--- src/rtl/mem_access_unit.sv ---
// Load/store front end for mem_bus: validates an RV32E load/store request, drives the
// start_request/request_done handshake, and formats store data and load results.
module mem_access_unit #(
    parameter int address_size   = 18,
    parameter int TIMEOUT_CYCLES = 4096
) (
    input  logic                    clk,
    input  logic                    rst,
    input  logic                    req_valid,
    input  logic                    req_is_store,
    input  logic [2:0]              req_funct3,
    input  logic [address_size-1:0] req_addr,
    input  logic [31:0]             req_store_data,
    output logic                    busy,
    output logic                    done,
    output logic                    error,
    output logic [31:0]             load_data,
    output logic                    bus_start_request,
    output logic                    bus_is_write,
    output logic [2:0]              bus_num_bytes,
    output logic [address_size-1:0] bus_target_address,
    output logic [31:0]             bus_write_value,
    input  logic                    bus_request_done,
    input  logic [31:0]             bus_fetched_value
);

    typedef enum logic [1:0] {
        S_IDLE,
        S_REQ,
        S_ERR,
        S_RELEASE
    } state_e;

    localparam int          CNT_W      = (TIMEOUT_CYCLES > 1) ? $clog2(TIMEOUT_CYCLES) : 1;
    localparam int unsigned CNT_LAST_I = (TIMEOUT_CYCLES > 0) ? TIMEOUT_CYCLES - 1 : 0;
    localparam logic [CNT_W-1:0] CNT_LAST = CNT_W'(CNT_LAST_I);

    state_e                  state_q, state_d;
    logic                    busy_q, busy_d;
    logic                    done_q, done_d;
    logic                    error_q, error_d;
    logic [31:0]             load_data_q, load_data_d;
    logic                    start_q, start_d;
    logic                    is_write_q, is_write_d;
    logic [2:0]              num_bytes_q, num_bytes_d;
    logic [address_size-1:0] addr_q, addr_d;
    logic [31:0]             wdata_q, wdata_d;
    logic [2:0]              funct3_q, funct3_d;
    logic [CNT_W-1:0]        cnt_q, cnt_d;

    logic        req_legal;
    logic        req_aligned;
    logic [2:0]  req_size;
    logic [31:0] req_wdata;
    logic [31:0] load_ext;

    // Request decode: legality of funct3, access size, alignment and store-data masking.
    always_comb begin
        req_legal   = 1'b0;
        req_aligned = 1'b1;
        req_size    = 3'd4;
        req_wdata   = req_store_data;
        if (req_is_store) begin
            req_legal = (req_funct3 == 3'b000) || (req_funct3 == 3'b001) || (req_funct3 == 3'b010);
        end else begin
            case (req_funct3)
                3'b000, 3'b001, 3'b010, 3'b100, 3'b101: req_legal = 1'b1;
                default:                                req_legal = 1'b0;
            endcase
        end
        case (req_funct3[1:0])
            2'b00: begin
                req_size  = 3'd1;
                req_wdata = {24'b0, req_store_data[7:0]};
            end
            2'b01: begin
                req_size    = 3'd2;
                req_aligned = ~req_addr[0];
                req_wdata   = {16'b0, req_store_data[15:0]};
            end
            default: begin
                req_aligned = (req_addr[1:0] == 2'b00);
            end
        endcase
    end

    always_comb begin
        case (funct3_q)
            3'b000:  load_ext = {{24{bus_fetched_value[7]}}, bus_fetched_value[7:0]};
            3'b001:  load_ext = {{16{bus_fetched_value[15]}}, bus_fetched_value[15:0]};
            3'b100:  load_ext = {24'b0, bus_fetched_value[7:0]};
            3'b101:  load_ext = {16'b0, bus_fetched_value[15:0]};
            default: load_ext = bus_fetched_value;
        endcase
    end

    always_comb begin
        // NOTE: every _d starts from its _q (done/error from 0) so no path can infer a latch.
        state_d     = state_q;
        done_d      = 1'b0;
        error_d     = 1'b0;
        load_data_d = load_data_q;
        start_d     = start_q;
        is_write_d  = is_write_q;
        num_bytes_d = num_bytes_q;
        addr_d      = addr_q;
        wdata_d     = wdata_q;
        funct3_d    = funct3_q;
        cnt_d       = cnt_q;

        case (state_q)
            S_IDLE: begin
                cnt_d = '0;
                if (req_valid) begin
                    funct3_d = req_funct3;
                    if (req_legal && req_aligned) begin
                        state_d     = S_REQ;
                        start_d     = 1'b1;
                        is_write_d  = req_is_store;
                        num_bytes_d = req_size;
                        addr_d      = req_addr;
                        wdata_d     = req_wdata;
                    end else begin
                        state_d = S_ERR;
                    end
                end
            end
            S_REQ: begin
                cnt_d = cnt_q + 1'b1;
                // A completion in the same cycle as the timeout wins.
                if (bus_request_done) begin
                    if (!is_write_q) begin
                        load_data_d = load_ext;
                    end
                    done_d  = 1'b1;
                    start_d = 1'b0;
                    state_d = S_RELEASE;
                end else if ((TIMEOUT_CYCLES != 0) && (cnt_q == CNT_LAST)) begin
                    done_d  = 1'b1;
                    error_d = 1'b1;
                    start_d = 1'b0;
                    state_d = S_RELEASE;
                end
            end
            S_ERR: begin
                done_d  = 1'b1;
                error_d = 1'b1;
                state_d = S_IDLE;
            end
            S_RELEASE: begin
                start_d = 1'b0;
                if (!bus_request_done) begin
                    cnt_d   = '0;
                    state_d = S_IDLE;
                end
            end
            default: state_d = S_IDLE;
        endcase

        busy_d = (state_d != S_IDLE);
    end

    // NOTE: sequential state is only ever assigned with <= so every register samples pre-edge values.
    always_ff @(posedge clk or posedge rst) begin
        if (rst) begin
            state_q     <= S_IDLE;
            busy_q      <= 1'b0;
            done_q      <= 1'b0;
            error_q     <= 1'b0;
            load_data_q <= '0;
            start_q     <= 1'b0;
            is_write_q  <= 1'b0;
            num_bytes_q <= 3'd1;
            addr_q      <= '0;
            wdata_q     <= '0;
            funct3_q    <= '0;
            cnt_q       <= '0;
        end else begin
            state_q     <= state_d;
            busy_q      <= busy_d;
            done_q      <= done_d;
            error_q     <= error_d;
            load_data_q <= load_data_d;
            start_q     <= start_d;
            is_write_q  <= is_write_d;
            num_bytes_q <= num_bytes_d;
            addr_q      <= addr_d;
            wdata_q     <= wdata_d;
            funct3_q    <= funct3_d;
            cnt_q       <= cnt_d;
        end
    end

    assign busy               = busy_q;
    assign done               = done_q;
    assign error              = error_q;
    assign load_data          = load_data_q;
    assign bus_start_request  = start_q;
    assign bus_is_write       = is_write_q;
    assign bus_num_bytes      = num_bytes_q;
    assign bus_target_address = addr_q;
    assign bus_write_value    = wdata_q;

endmodule

--- config.mk ---
export PLATFORM = sky130hd
export DESIGN_NAME = mem_access_unit
export DESIGN_NICKNAME = d
export VERILOG_FILES = /design/src/rtl/mem_access_unit.sv
export SDC_FILE = /design/constraint.sdc
export NUM_CORES = 1
export LEC_CHECK = 0
export BUFFER_PORTS_ARGS = -buffer_cell sky130_fd_sc_hd__buf_2
export CAP_MARGIN = 0
export CORE_MARGIN = 4
export CORE_UTILIZATION = 48
export CTS_CLUSTER_SIZE = 28
export DETAILED_ROUTE_END_ITERATION = 8
export PLACE_DENSITY_LB_ADDON = 0.25
export SLEW_MARGIN = 15
export SYNTH_ARGS = -nofsm -noshare
export SYNTH_HDL_FRONTEND = slang
export SYNTH_SLANG_ARGS = --single-unit
--- constraint.sdc ---
create_clock -name clk -period 3.3 [get_ports clk]
set_input_delay 0.165 -clock clk [delete_from_list [all_inputs] [get_ports clk]]
set_output_delay 0.165 -clock clk [all_outputs]
set_load 0.03 [all_outputs]
==> impl_table.tex, run 1 <==
\begin{tabular}{lr}
\hline
Metric & Value \\
\hline
\multicolumn{2}{l}{\textbf{Power and ir drop}} \\
\quad Leakage Power & between 2 and 3 nW \\
\quad Power density normalized to cell area & between 900 and 1000 mW/mm\^{}2 \\
\quad Post-layout total power & 5.71 mW \\
\quad Largest vdd supply drop & 0.424 mV \\
\multicolumn{2}{l}{\textbf{STA}} \\
\quad Number of endpoints with negative hold slack in the final report & 88 \\
\quad Crit path time final & 2.17 ns \\
\quad Least-Margin Pin Slew & $\sim$0.96 ns \\
\quad Worst max-slew margin expressed relative to the limit & 35.5\% \\
\quad Total negative slack for setup checks & 0 ns \\
\quad RSZ-0062 raised after global routing & no \\
\quad Setup Viol. Count Final & 0 \\
\quad Worst Clk Skew & 0.0105 ns \\
\quad Max-slew violations & 0 \\
\quad Minimum hold slack & -0.0580 ns \\
\quad Achievable clock frequency & 460 MHz \\
\quad Ratio of final minimum period to clock period & 65.9\% \\
\multicolumn{2}{l}{\textbf{Critical path}} \\
\quad Number of cell instances on the worst register-to-register path & 6 \\
\quad Critical path cell sequence & inv\_1, ha\_1, nand2\_1, o21bai\_4, buf\_4, mux2\_1 \\
\quad Required time worst endpoint & 3.55 ns \\
\quad Critical path class & flip-flop to flip-flop \\
\quad Crit-path slowest cell & o21bai\_4 \\
\quad Data arrival time of the critical path & 2.42 ns \\
\quad Crit path largest cell delay & 0.44 ns \\
\quad CP Capture Type & flip-flop \\
\quad Total stage count of the critical path & 6 \\
\quad Largest delay contributor family on the critical path & buffers and inverters \\
\quad Maximum fanout count along the critical path & 39 \\
\quad Critical Path Start Type & flip-flop \\
\quad Combined buffer and inverter count along the critical path & 2 \\
\multicolumn{2}{l}{\textbf{Clocking}} \\
\quad H-tree depth & 3 \\
\quad Clock network latency to the later pin of the worst-skew pair & $\sim$0.36 ns \\
\quad Count of cells resized by post-cts repair & 0 \\
\quad Clock-pin slew on the worst setup and hold paths & 0.11 ns \\
\quad Number of buffers created by CTS & 9 \\
\quad Clock tree from TritonCTS & yes \\
\quad Maximum count of clock buffers along a single path & 2 \\
\quad Clk root buf & clkbuf\_8 \\
\quad Number of sinks handled by clock tree synthesis & between 100 and 150 \\
\multicolumn{2}{l}{\textbf{Die}} \\
\quad Initial core utilization & 49.0\% \\
\quad Std-Cell Rows & 35 \\
\quad Die outline width & 105 um \\
\quad Core box area & a little over 0.009 sq mm \\
\quad Die height & 105 um \\
\quad Die area & 0.0110 sq mm \\
\quad Count of boundary I/O pins & 180 \\
\multicolumn{2}{l}{\textbf{Placement}} \\
\quad Quantity of I/O buffers inserted on ports & roughly 180 \\
\quad Total half-perimeter wirelength after legalization and detailed placement & approximately 7700 um \\
\quad Final estimated routing congestion in global placement & 0.793 \\
\multicolumn{2}{l}{\textbf{Detailed routing}} \\
\quad Routed via count divided by cell count & 5.11 \\
\quad Final antenna-violating net count & 0 \\
\quad WL per Instance & approximately 15 um \\
\quad Drt total wl & about 10000 um \\
\quad Number of remaining DRC errors & 0 \\
\quad Detailed Route Iter0 Violations & 135 \\
\quad Total number of vias & between 3000 and 4000 \\
\quad DR pass1 iterations & 6 \\
\multicolumn{2}{l}{\textbf{Synthesis}} \\
\quad Total nets after synthesis & roughly 500 \\
\quad Netlist cell types & 42 \\
\quad Register area share after synthesis & 59.7\% \\
\quad EDFF count, synth & 0 \\
\quad Most area-consuming cells after synthesis & dfrtp\_1 (59\%), mux2\_1 (7.0\%), nand2\_1 (6.6\%), o21ai\_0 (4.6\%), nor2\_1 (3.0\%) \\
\quad Proportion of register bits with asynchronous set or reset after synthesis & 100\% \\
\quad Post-synthesis sequential element count & 107 \\
\quad List of most frequent post-synthesis cells & dfrtp\_1 (106), nand2\_1 (79), o21ai\_0 (41), nor2\_1 (36), mux2\_1 (28) \\
\quad Average instance area after synthesis & 10.9 sq um \\
\quad Count of mapped cells out of synthesis & 411 \\
\quad Post-synth top area cell & dfrtp\_1 \\
\quad Cell with the most instances after synthesis & dfrtp\_1 \\
\quad YS warnings & 0 \\
\quad Yosys top cell area share & 59.1\% \\
\quad Post-synth design cell area & 0.00449 sq mm \\
\quad Flip-flop cell with the highest count after synthesis & dfrtp\_1 \\
\multicolumn{2}{l}{\textbf{Global route}} \\
\quad First-pass GRT wire length & 17000 um \\
\quad Global routing usage summed across all routing layers & 19.1\% \\
\quad Met1 global-route usage & 23.7\% \\
\quad GRT overflow & 0 \\
\quad Via count of the first global-routing pass & 3529 \\
\quad Initial antenna violation count & 0 \\
\quad Global-route track usage on met3 & under 10\% \\
\quad Highest-utilization routing layer at the global route stage & met2 \\
\quad Met2 track utilization from global routing & around 33\% \\
\quad Largest net degree at the start of global routing & 91 \\
\multicolumn{2}{l}{\textbf{Status}} \\
\quad Status & finished with violations \\
\quad Violated checks & negative hold slack \\
\multicolumn{2}{l}{\textbf{Final layout}} \\
\quad P\&R area growth vs syn & 27.8\% \\
\quad Count of inserted antenna diode cells & 0 \\
\quad Fin nets & 688 \\
\quad Layout cell share with drive strength beyond 1 & between 30 and 40\% \\
\quad Core utilization of the finished layout & 62.6\% \\
\multicolumn{2}{l}{\textbf{Job}} \\
\quad Max-Cap Viols & 0 \\
\multicolumn{2}{l}{\textbf{Worst hold path}} \\
\quad Worst min-delay path category & input pin to asynchronous set/reset pin \\
\hline
\end{tabular}
[stage by stage]
stage,worst slack [ns],instance area [sq um],cells
floorplan,0.319,4490,411
global placement,1.10,5460,682
detailed placement,1.05,5460,682
CTS,1.10,5730,706
global route,0.962,5730,706
finish,1.13,5730,706
[cell families after synthesis]
group | share of synthesized area, %
mux | 10.2
xor+xnor | 1.17
buf+inv | 2.62
simple gates | 13.3
compound gates | 11.0
fa+ha+maj | 1.95
flops | 59.7
[cells in the final DEF, fill, tap and decap left out, types with 2 or more instances in the layout]
cell             n
buf_4            4
mux2_1          28
clkbuf_8         9
a21oi_1         20
o21a_1           3
a31oi_1         10
clkinv_4         2
xnor2_1          6
o21ai_0         41
nand3_1          5
ha_1             7
nor4_1           3
dlygate4sd3_1    9
nand4_1          2
inv_1            4
buf_2          179
mux2_2          11
inv_6            2
nand2_1         79
nor2_1          35
nor3_1           3
dfrtp_1        106
mux2i_1          2
[repair_timing]
| item | CTS | global route |
|---|---|---|
| hold buffers | 9 | 0 |
| endpoints found under the hold margin | 9 | 0 |
| setup buffers | 0 | 0 |
[state kept, by name, indices dropped and copies added, names as in the netlist]
name	count
bus_target_address	18
bus_is_write	1
funct3_q	3
cnt_q	12
done	1
state_q	2
bus_start_request	1
bus_write_value	32
bus_num_bytes	3
load_data	32
busy	1
error	1
[power breakdown]
group,leakage (nW),switching [mW],internal [mW]
combinational,1.44,1.88,0.845
sequential,1.32,0.357,1.89
clock,0.0876,0.456,0.280
total,2.85,2.69,3.02
[layout make-up]
cell class	count	area, sq um
clock buffer	9	124
clock inverter	6	50.0
fill	785	3420
inverter	5	23.8
multi-input combinational	276	1700
sequential	107	2680
tap	111	139
timing repair buffer	192	1020
[routing by layer]
metal  part of all wire [%]  wire length [um]
met1                     41              4270
met2                     50              5220
met3                    6.7               693
met4                    2.2               227
met5                      0                 0
[final timing paths]
path	from	to	slack, ns
setup / recovery	state_q[0]	bus_write_value[1]	1.13
hold reg to reg	bus_write_value[16]	bus_write_value[16]	0.48
max in group asynchronous	rst	bus_write_value[16]	2.59
hold / removal	rst	bus_target_address[13]	-0.06
setup reg to reg	state_q[0]	bus_write_value[1]	1.13
min in group clk	req_addr[10]	bus_target_address[10]	0.02
No activity file was read; power rests on OpenSTA's default activity.
==> run 2, diff against run 1 <==
clock period = 2.1 ns   (was 3.3 ns; I/O delays follow)
==> run 2 against run 1 <==
Clock skew rose by 0.0038 ns. The run still ends with negative hold slack left. Hold slack gained 0.058 ns. Critical endpoint is now load_data[3]. Flip-flop and latch count unchanged. Core utilization is 8.7 points higher.
==> impl_table.tex, run 2 (synthesized netlist as in run 1, its figures left out) <==
\begin{tabular}{lr}
\hline
Metric & Value \\
\hline
\multicolumn{2}{l}{\textbf{STA}} \\
\quad Total negative slack for setup checks & 0 ns (unchanged) \\
\quad Number of endpoints with negative hold slack in the final report & 1 (-99\%) \\
\quad RSZ-0062 raised after global routing & no \\
\quad Setup Viol. Count Final & 0 (unchanged) \\
\quad Achievable clock frequency & 537 MHz (+17\%) \\
\quad Minimum hold slack & -0.0000611 ns (+0.0579 ns) \\
\quad Crit path time final & 1.86 ns (-0.313 ns) \\
\quad Least-Margin Pin Slew & 0.939 ns (-0.0263 ns) \\
\quad Max-slew violations & 0 (unchanged) \\
\quad Ratio of final minimum period to clock period & 88.6\% (+23 points) \\
\quad Worst max-slew margin expressed relative to the limit & 37.4\% (+1.9 points) \\
\quad Worst Clk Skew & 0.0144 ns (+0.00384 ns) \\
\quad Worst Setup Slack, final & 0.239 ns (-0.887 ns) \\
\multicolumn{2}{l}{\textbf{Die}} \\
\quad Die area & 0.0110 sq mm (unchanged) \\
\quad Std-Cell Rows & 35 (unchanged) \\
\quad Initial core utilization & 49.0\% (unchanged) \\
\quad Count of boundary I/O pins & 180 (unchanged) \\
\quad Die outline width & 105 um (unchanged) \\
\quad Core box area & 0.00915 sq mm (unchanged) \\
\quad Die height & 105 um (unchanged) \\
\multicolumn{2}{l}{\textbf{Global route}} \\
\quad Global routing usage summed across all routing layers & 22.9\% (+3.7 points) \\
\quad GRT overflow & 0 (unchanged) \\
\quad Initial antenna violation count & 2 (+2) \\
\quad First-pass GRT wire length & 20300 um (+20\%) \\
\quad Via count of the first global-routing pass & 4149 (+18\%) \\
\quad Largest net degree at the start of global routing & 48 (-47\%) \\
\multicolumn{2}{l}{\textbf{Status}} \\
\quad Violated checks & negative hold slack \\
\quad Status & finished with violations \\
\multicolumn{2}{l}{\textbf{Power and ir drop}} \\
\quad Largest vdd supply drop & 0.817 mV (+93\%) \\
\quad Power share of the sequential group & 37.2\% (-2.2 points) \\
\quad Comb power frac & 49.2\% (+1.5 points) \\
\quad Power density normalized to cell area & 1440 mW/mm\^{}2 (+44\%) \\
\quad Switching pwr & 4.35 mW (+62\%) \\
\quad Switching part of the total power & 46.3\% (-0.78 points) \\
\quad Part of the total power dissipated in the clock network & 13.6\% (+0.7 points) \\
\quad Leakage Power & 3.18 nW (+12\%) \\
\quad Internal power & 5.04 mW (+67\%) \\
\multicolumn{2}{l}{\textbf{Final layout}} \\
\quad Footprint of the flip-flops and latches & 0.00268 sq mm (unchanged) \\
\quad Leading cell type in the layout, fill and taps excluded & buf\_2 \\
\quad Number of standard cells in the final layout excluding fillers & 783 (+11\%) \\
\quad Core utilization of the finished layout & 71.4\% (+8.7 points) \\
\quad Fin nets & 763 (+11\%) \\
\quad Commonest cells after routing, fill and taps aside & buf\_2 (179), dfrtp\_1 (106), nand2\_1 (79) \\
\quad P\&R area growth vs syn & 45.6\% \\
\quad Count of fill cells added during filler insertion & 670 (-15\%) \\
\quad Multi-input combinational cell area & 0.00171 sq mm (+0.81\%) \\
\quad Layout cell share with drive strength beyond 1 & 34.1\% (-2.7 points) \\
\multicolumn{2}{l}{\textbf{Placement}} \\
\quad Total half-perimeter wirelength after legalization and detailed placement & 8140 um (+5.4\%) \\
\quad Placed insts & 690 (+1.2\%) \\
\quad Post-placement setup slack & 0.127 ns (-0.924 ns) \\
\quad Final estimated routing congestion in global placement & 0.814 (+2.6\%) \\
\quad Quantity of I/O buffers inserted on ports & 179 (unchanged) \\
\multicolumn{2}{l}{\textbf{Critical path}} \\
\quad Data arrival time of the critical path & 2.11 ns (-0.31 ns) \\
\quad Critical path cell sequence & inv\_1, ha\_2, nand2\_1, nor2\_2, buf\_12, mux2\_2 \\
\quad Critical path class & flip-flop to flip-flop \\
\quad Largest delay contributor family on the critical path & flip-flops \\
\quad Critical Path Start Type & flip-flop \\
\quad Required time worst endpoint & 2.34 ns (-1.21 ns) \\
\quad Crit path largest cell delay & 0.42 ns (-0.02 ns) \\
\quad Combined buffer and inverter count along the critical path & 2 (unchanged) \\
\quad Crit-path slowest cell & dfrtp\_1 \\
\quad CP Capture Type & flip-flop \\
\quad Maximum fanout count along the critical path & 40 (+2.6\%) \\
\multicolumn{2}{l}{\textbf{Detailed routing}} \\
\quad Total number of vias & 4009 (+11\%) \\
\quad DR pass1 iterations & 6 (unchanged) \\
\quad Number of remaining DRC errors & 0 (unchanged) \\
\quad Drt total wl & 12700 um (+22\%) \\
\quad Detailed Route Iter0 Violations & 191 (+41\%) \\
\quad WL per Instance & 16.2 um (+9.6\%) \\
\quad Final antenna-violating net count & 0 (unchanged) \\
\quad Routed via count divided by cell count & 5.12 (+0.13\%) \\
\multicolumn{2}{l}{\textbf{Clocking}} \\
\quad H-tree depth & 3 (unchanged) \\
\quad Clock network latency to the later pin of the worst-skew pair & 0.36 ns (about the same) \\
\quad Maximum count of clock buffers along a single path & 2 (unchanged) \\
\quad Clock tree from TritonCTS & yes \\
\quad Clk root buf & clkbuf\_8 \\
\quad Clock-pin slew on the worst setup and hold paths & 0.10 ns (about the same) \\
\quad Number of buffers created by CTS & 9 (unchanged) \\
\quad Number of sinks handled by clock tree synthesis & 107 (unchanged) \\
\multicolumn{2}{l}{\textbf{Worst hold path}} \\
\quad Worst min-delay path category & input pin to flip-flop \\
\multicolumn{2}{l}{\textbf{Job}} \\
\quad Max-Cap Viols & 0 (unchanged) \\
\hline
\end{tabular}
## run 2: cell types whose count changed in the layout (fill, tap and decap cells not counted), moves of 2 or more
cell / delta
dlygate4sd3_1: +66
clkinvlp_4: +2
buf_4: +5
buf_12: +3
## run 2: layout make-up
cell class,count,share of cell area (%)
Clock buffer,10,1.95
Tap cell,111,2.13
Sequential cell,107,41.0
Multi-Input combinational cell,277,26.2
Timing Repair Buffer,266,27.2
Inverter,5,0.345
Clock inverter,6,1.13
Antenna cell,1,0.0383
## run 2: what timing repair did
item	4_1_cts	5_1_grt
gates resized for setup	0	1
hold buffers	75	0
endpoints found under the hold margin	102	0
setup buffers	0	0
setup endpoints to repair	0	10
## run 2: path summary, 6_finish.rpt
path | startpoint | end | slack (ns) | depth (start not counted)
worst max-delay path | state_q[1] | load_data[3] | 0.24 | 6
worst min register to register | bus_write_value[19] | bus_write_value[19] | 0.49 | 2
max in group asynchronous | rst | cnt_q[6] | 0.97 | 4
min in group asynchronous | rst | bus_write_value[5] | 0.44 | 3
worst min-delay path | req_store_data[28] | bus_write_value[28] | -0.00006 | 3
worst max register to register | state_q[1] | load_data[3] | 0.24 | 6
## run 2: stage by stage
step	total power [mW]	hold WS [ns]	area [sq um]
after global placement	7.87	0.241	5560
after global routing	9.94	0.00730	6530
after detailed placement	8.01	0.262	5560
final	9.39	-0.0000611	6530
after CTS	9.41	0.00186	6520
after floorplan	6.52	0.237	4490
## run 2: power by group through the flow
| stage | clock [mW] | sequential (mW) | combinational (mW) |
|---|---|---|---|
| 2_1_floorplan | 0 | 5.20 | 1.32 |
| 3_3_place_gp | 0 | 3.49 | 4.38 |
| 3_5_place_dp | 0 | 3.52 | 4.48 |
| 4_1_cts | 1.33 | 3.49 | 4.60 |
| 5_1_grt | 1.40 | 3.61 | 4.93 |
| 6_report | 1.28 | 3.50 | 4.62 |
## run 2: worst min-delay path: stages
cell and delay (ns):
buf_2 0.09, nand2_1 0.05, o21ai_0 0.07
## run 2: routing by layer
metal / vias up / part of all wire (%) / GRT usage, %
li1: 1914 / - / -
met1: 1922 / 39 / 25.9
met2: 143 / 53 / 41.8
met3: 28 / 5.3 / 4.82
met4: 2 / 2.3 / 9.37
met5: - / 0.055 / 0
==> run 3, diff against run 2 <==
CTS_CLUSTER_DIAMETER = 100   (was not set)
RECOVER_POWER = 100   (was not set)
==> run 3 against run 2 <==
The run now ends clean. Non-clock buffer count unchanged. Maximum frequency shrank 0.33%. Combinational power decreased by 5.6%. Critical path type unchanged. Critical endpoint is now load_data[18]. Largest cell class unchanged.
==> impl_table.tex, run 3 (synthesized netlist as in run 1, its figures left out) <==
\begin{tabular}{lr}
\hline
Metric & Value \\
\hline
\multicolumn{2}{l}{\textbf{Clocking}} \\
\quad Clock tree from TritonCTS & yes \\
\quad Clock-pin slew on the worst setup and hold paths & 0.10 ns (about the same) \\
\quad Number of buffers created by CTS & 9 (unchanged) \\
\quad Clk root buf & clkbuf\_8 \\
\quad H-tree depth & 3 (unchanged) \\
\quad Clock network latency to the later pin of the worst-skew pair & 0.36 ns (about the same) \\
\quad Number of sinks handled by clock tree synthesis & 107 (unchanged) \\
\quad Maximum count of clock buffers along a single path & 2 (unchanged) \\
\multicolumn{2}{l}{\textbf{Detailed routing}} \\
\quad Drt total wl & 12700 um (+0.21\%) \\
\quad Final antenna-violating net count & 0 (unchanged) \\
\quad Routed via count divided by cell count & 5.14 (+0.37\%) \\
\quad Total number of vias & 4024 (+0.37\%) \\
\quad Number of remaining DRC errors & 0 (unchanged) \\
\quad WL per Instance & 16.2 um (+0.21\%) \\
\quad Detailed Route Iter0 Violations & 197 (+3.1\%) \\
\quad DR pass1 iterations & 4 (-2) \\
\multicolumn{2}{l}{\textbf{STA}} \\
\quad Worst Clk Skew & 0.0145 ns (+0.000132 ns) \\
\quad Achievable clock frequency & 536 MHz (-0.33\%) \\
\quad Number of endpoints with negative hold slack in the final report & 0 (-1) \\
\quad Worst max-slew margin expressed relative to the limit & 7.40\% (-30 points) \\
\quad RSZ-0062 raised after global routing & no \\
\quad Setup Viol. Count Final & 0 (unchanged) \\
\quad Least-Margin Pin Slew & 1.38 ns (+0.443 ns) \\
\quad Minimum hold slack & 0.0105 ns (+0.0105 ns) \\
\quad Total negative slack for setup checks & 0 ns (unchanged) \\
\quad Max-slew violations & 0 (unchanged) \\
\quad Ratio of final minimum period to clock period & 88.9\% (+0.29 points) \\
\quad Crit path time final & 1.87 ns (+0.00618 ns) \\
\multicolumn{2}{l}{\textbf{Die}} \\
\quad Die height & 105 um (unchanged) \\
\quad Std-Cell Rows & 35 (unchanged) \\
\quad Core box area & 0.00915 sq mm (unchanged) \\
\quad Die area & 0.0110 sq mm (unchanged) \\
\quad Initial core utilization & 49.0\% (unchanged) \\
\quad Count of boundary I/O pins & 180 (unchanged) \\
\quad Die outline width & 105 um (unchanged) \\
\multicolumn{2}{l}{\textbf{Critical path}} \\
\quad CP Capture Type & flip-flop \\
\quad Critical path class & flip-flop to flip-flop \\
\quad Maximum fanout count along the critical path & 16 (-60\%) \\
\quad Critical Path Start Type & flip-flop \\
\quad Required time worst endpoint & 2.32 ns (-0.02 ns) \\
\quad Number of cell instances on the worst register-to-register path & 7 (+1) \\
\quad Worst flop-to-flop path startpoint & state\_q[1] \\
\quad Start point of the critical path & state\_q[1] \\
\quad Data arrival time of the critical path & 2.09 ns (-0.02 ns) \\
\quad Setup slack, reg-to-reg & 0.23 ns (about the same) \\
\multicolumn{2}{l}{\textbf{Power and ir drop}} \\
\quad Leakage Power & 2.89 nW (-9.3\%) \\
\quad Power density normalized to cell area & 1430 mW/mm\^{}2 (-0.30\%) \\
\quad Largest vdd supply drop & 0.793 mV (-2.9\%) \\
\quad Post-layout total power & 9.15 mW (-2.5\%) \\
\multicolumn{2}{l}{\textbf{Global route}} \\
\quad First-pass GRT wire length & 20300 um (unchanged) \\
\quad GRT overflow & 0 (unchanged) \\
\quad Global routing usage summed across all routing layers & 22.9\% (unchanged) \\
\quad Via count of the first global-routing pass & 4149 (unchanged) \\
\quad Largest net degree at the start of global routing & 48 (unchanged) \\
\quad Initial antenna violation count & 2 (unchanged) \\
\multicolumn{2}{l}{\textbf{Placement}} \\
\quad Total half-perimeter wirelength after legalization and detailed placement & 8140 um (unchanged) \\
\quad Final estimated routing congestion in global placement & 0.814 (unchanged) \\
\quad Quantity of I/O buffers inserted on ports & 179 (unchanged) \\
\quad Placed insts & 690 (unchanged) \\
\multicolumn{2}{l}{\textbf{Job}} \\
\quad Max-Cap Viols & 0 (unchanged) \\
\multicolumn{2}{l}{\textbf{Final layout}} \\
\quad Layout cell share with drive strength beyond 1 & 20.4\% (-14 points) \\
\quad Leading cell type in the layout, fill and taps excluded & dfrtp\_1 \\
\quad Number of standard cells in the final layout excluding fillers & 783 (unchanged) \\
\quad P\&R area growth vs syn & 42.4\% \\
\quad Commonest cells after routing, fill and taps aside & dfrtp\_1 (106), clkbuf\_1 (92), buf\_2 (89) \\
\quad Fin nets & 763 (unchanged) \\
\multicolumn{2}{l}{\textbf{Worst hold path}} \\
\quad Worst min-delay path category & input pin to flip-flop \\
\quad Startpoint of the worst hold path & req\_store\_data[9] \\
\quad Instance count along the most critical hold path & 3 (unchanged) \\
\multicolumn{2}{l}{\textbf{Status}} \\
\quad Status & complete, no violations \\
\hline
\end{tabular}
run 3: through the flow:
stage	util [%]	worst slack (ns)	area, sq um
after floorplan	-	0.319	4490
after global placement	60.8	0.234	5560
after detailed placement	60.8	0.127	5560
after CTS	71.2	0.115	6520
after global routing	69.8	0.0520	6390
final	69.8	0.233	6390
run 3: worst paths after layout:
path	endpoint
setup / recovery	load_data[18]
hold / removal	bus_write_value[9]
setup reg to reg	load_data[18]
hold reg to reg	bus_write_value[19]
max in group asynchronous	bus_num_bytes[0]
min in group asynchronous	bus_write_value[5]
run 3: area by class of cell:
| cell class | instances | area, sq um |
|---|---|---|
| Fill cell | 727 | 2770 |
| Multi-Input combinational cell | 277 | 1710 |
| Sequential cell | 107 | 2680 |
| Clock inverter | 6 | 73.8 |
| Clock buffer | 10 | 128 |
| Antenna cell | 1 | 2.50 |
| Inverter | 5 | 20.0 |
| Tap cell | 111 | 139 |
| Timing Repair Buffer | 266 | 1640 |
run 3: report_power, final:
group | internal [mW] | switching [mW]
clock network | 0.567 | 0.703
logic | 1.23 | 3.13
registers | 2.98 | 0.546
run 3: worst max-delay path, stage by stage (launching register included):
cell	delay [ns]
dfrtp_1	0.42
inv_1	0.15
ha_2	0.29
nand2_1	0.11
nor2_2	0.17
o31a_1	0.17
clkbuf_2	0.30
a21oi_1	0.11
run 3: repair_timing:
item / 4_1_cts / 5_1_grt
resized for setup: 0 / 1
hold buffers: 75 / 0
hold endpoints to repair: 102 / 0
endpoints found under the setup margin: 0 / 10
setup buffers: 0 / 0
run 3: per-layer routing:
metal | vias to the layer above | global-route usage (%) | wire length (um)
li1 | 1916 | - | -
met1 | 1946 | 25.9 | 4960
met2 | 134 | 41.8 | 6800
met3 | 26 | 4.82 | 626
met4 | 2 | 9.37 | 289
met5 | - | 0 | 7
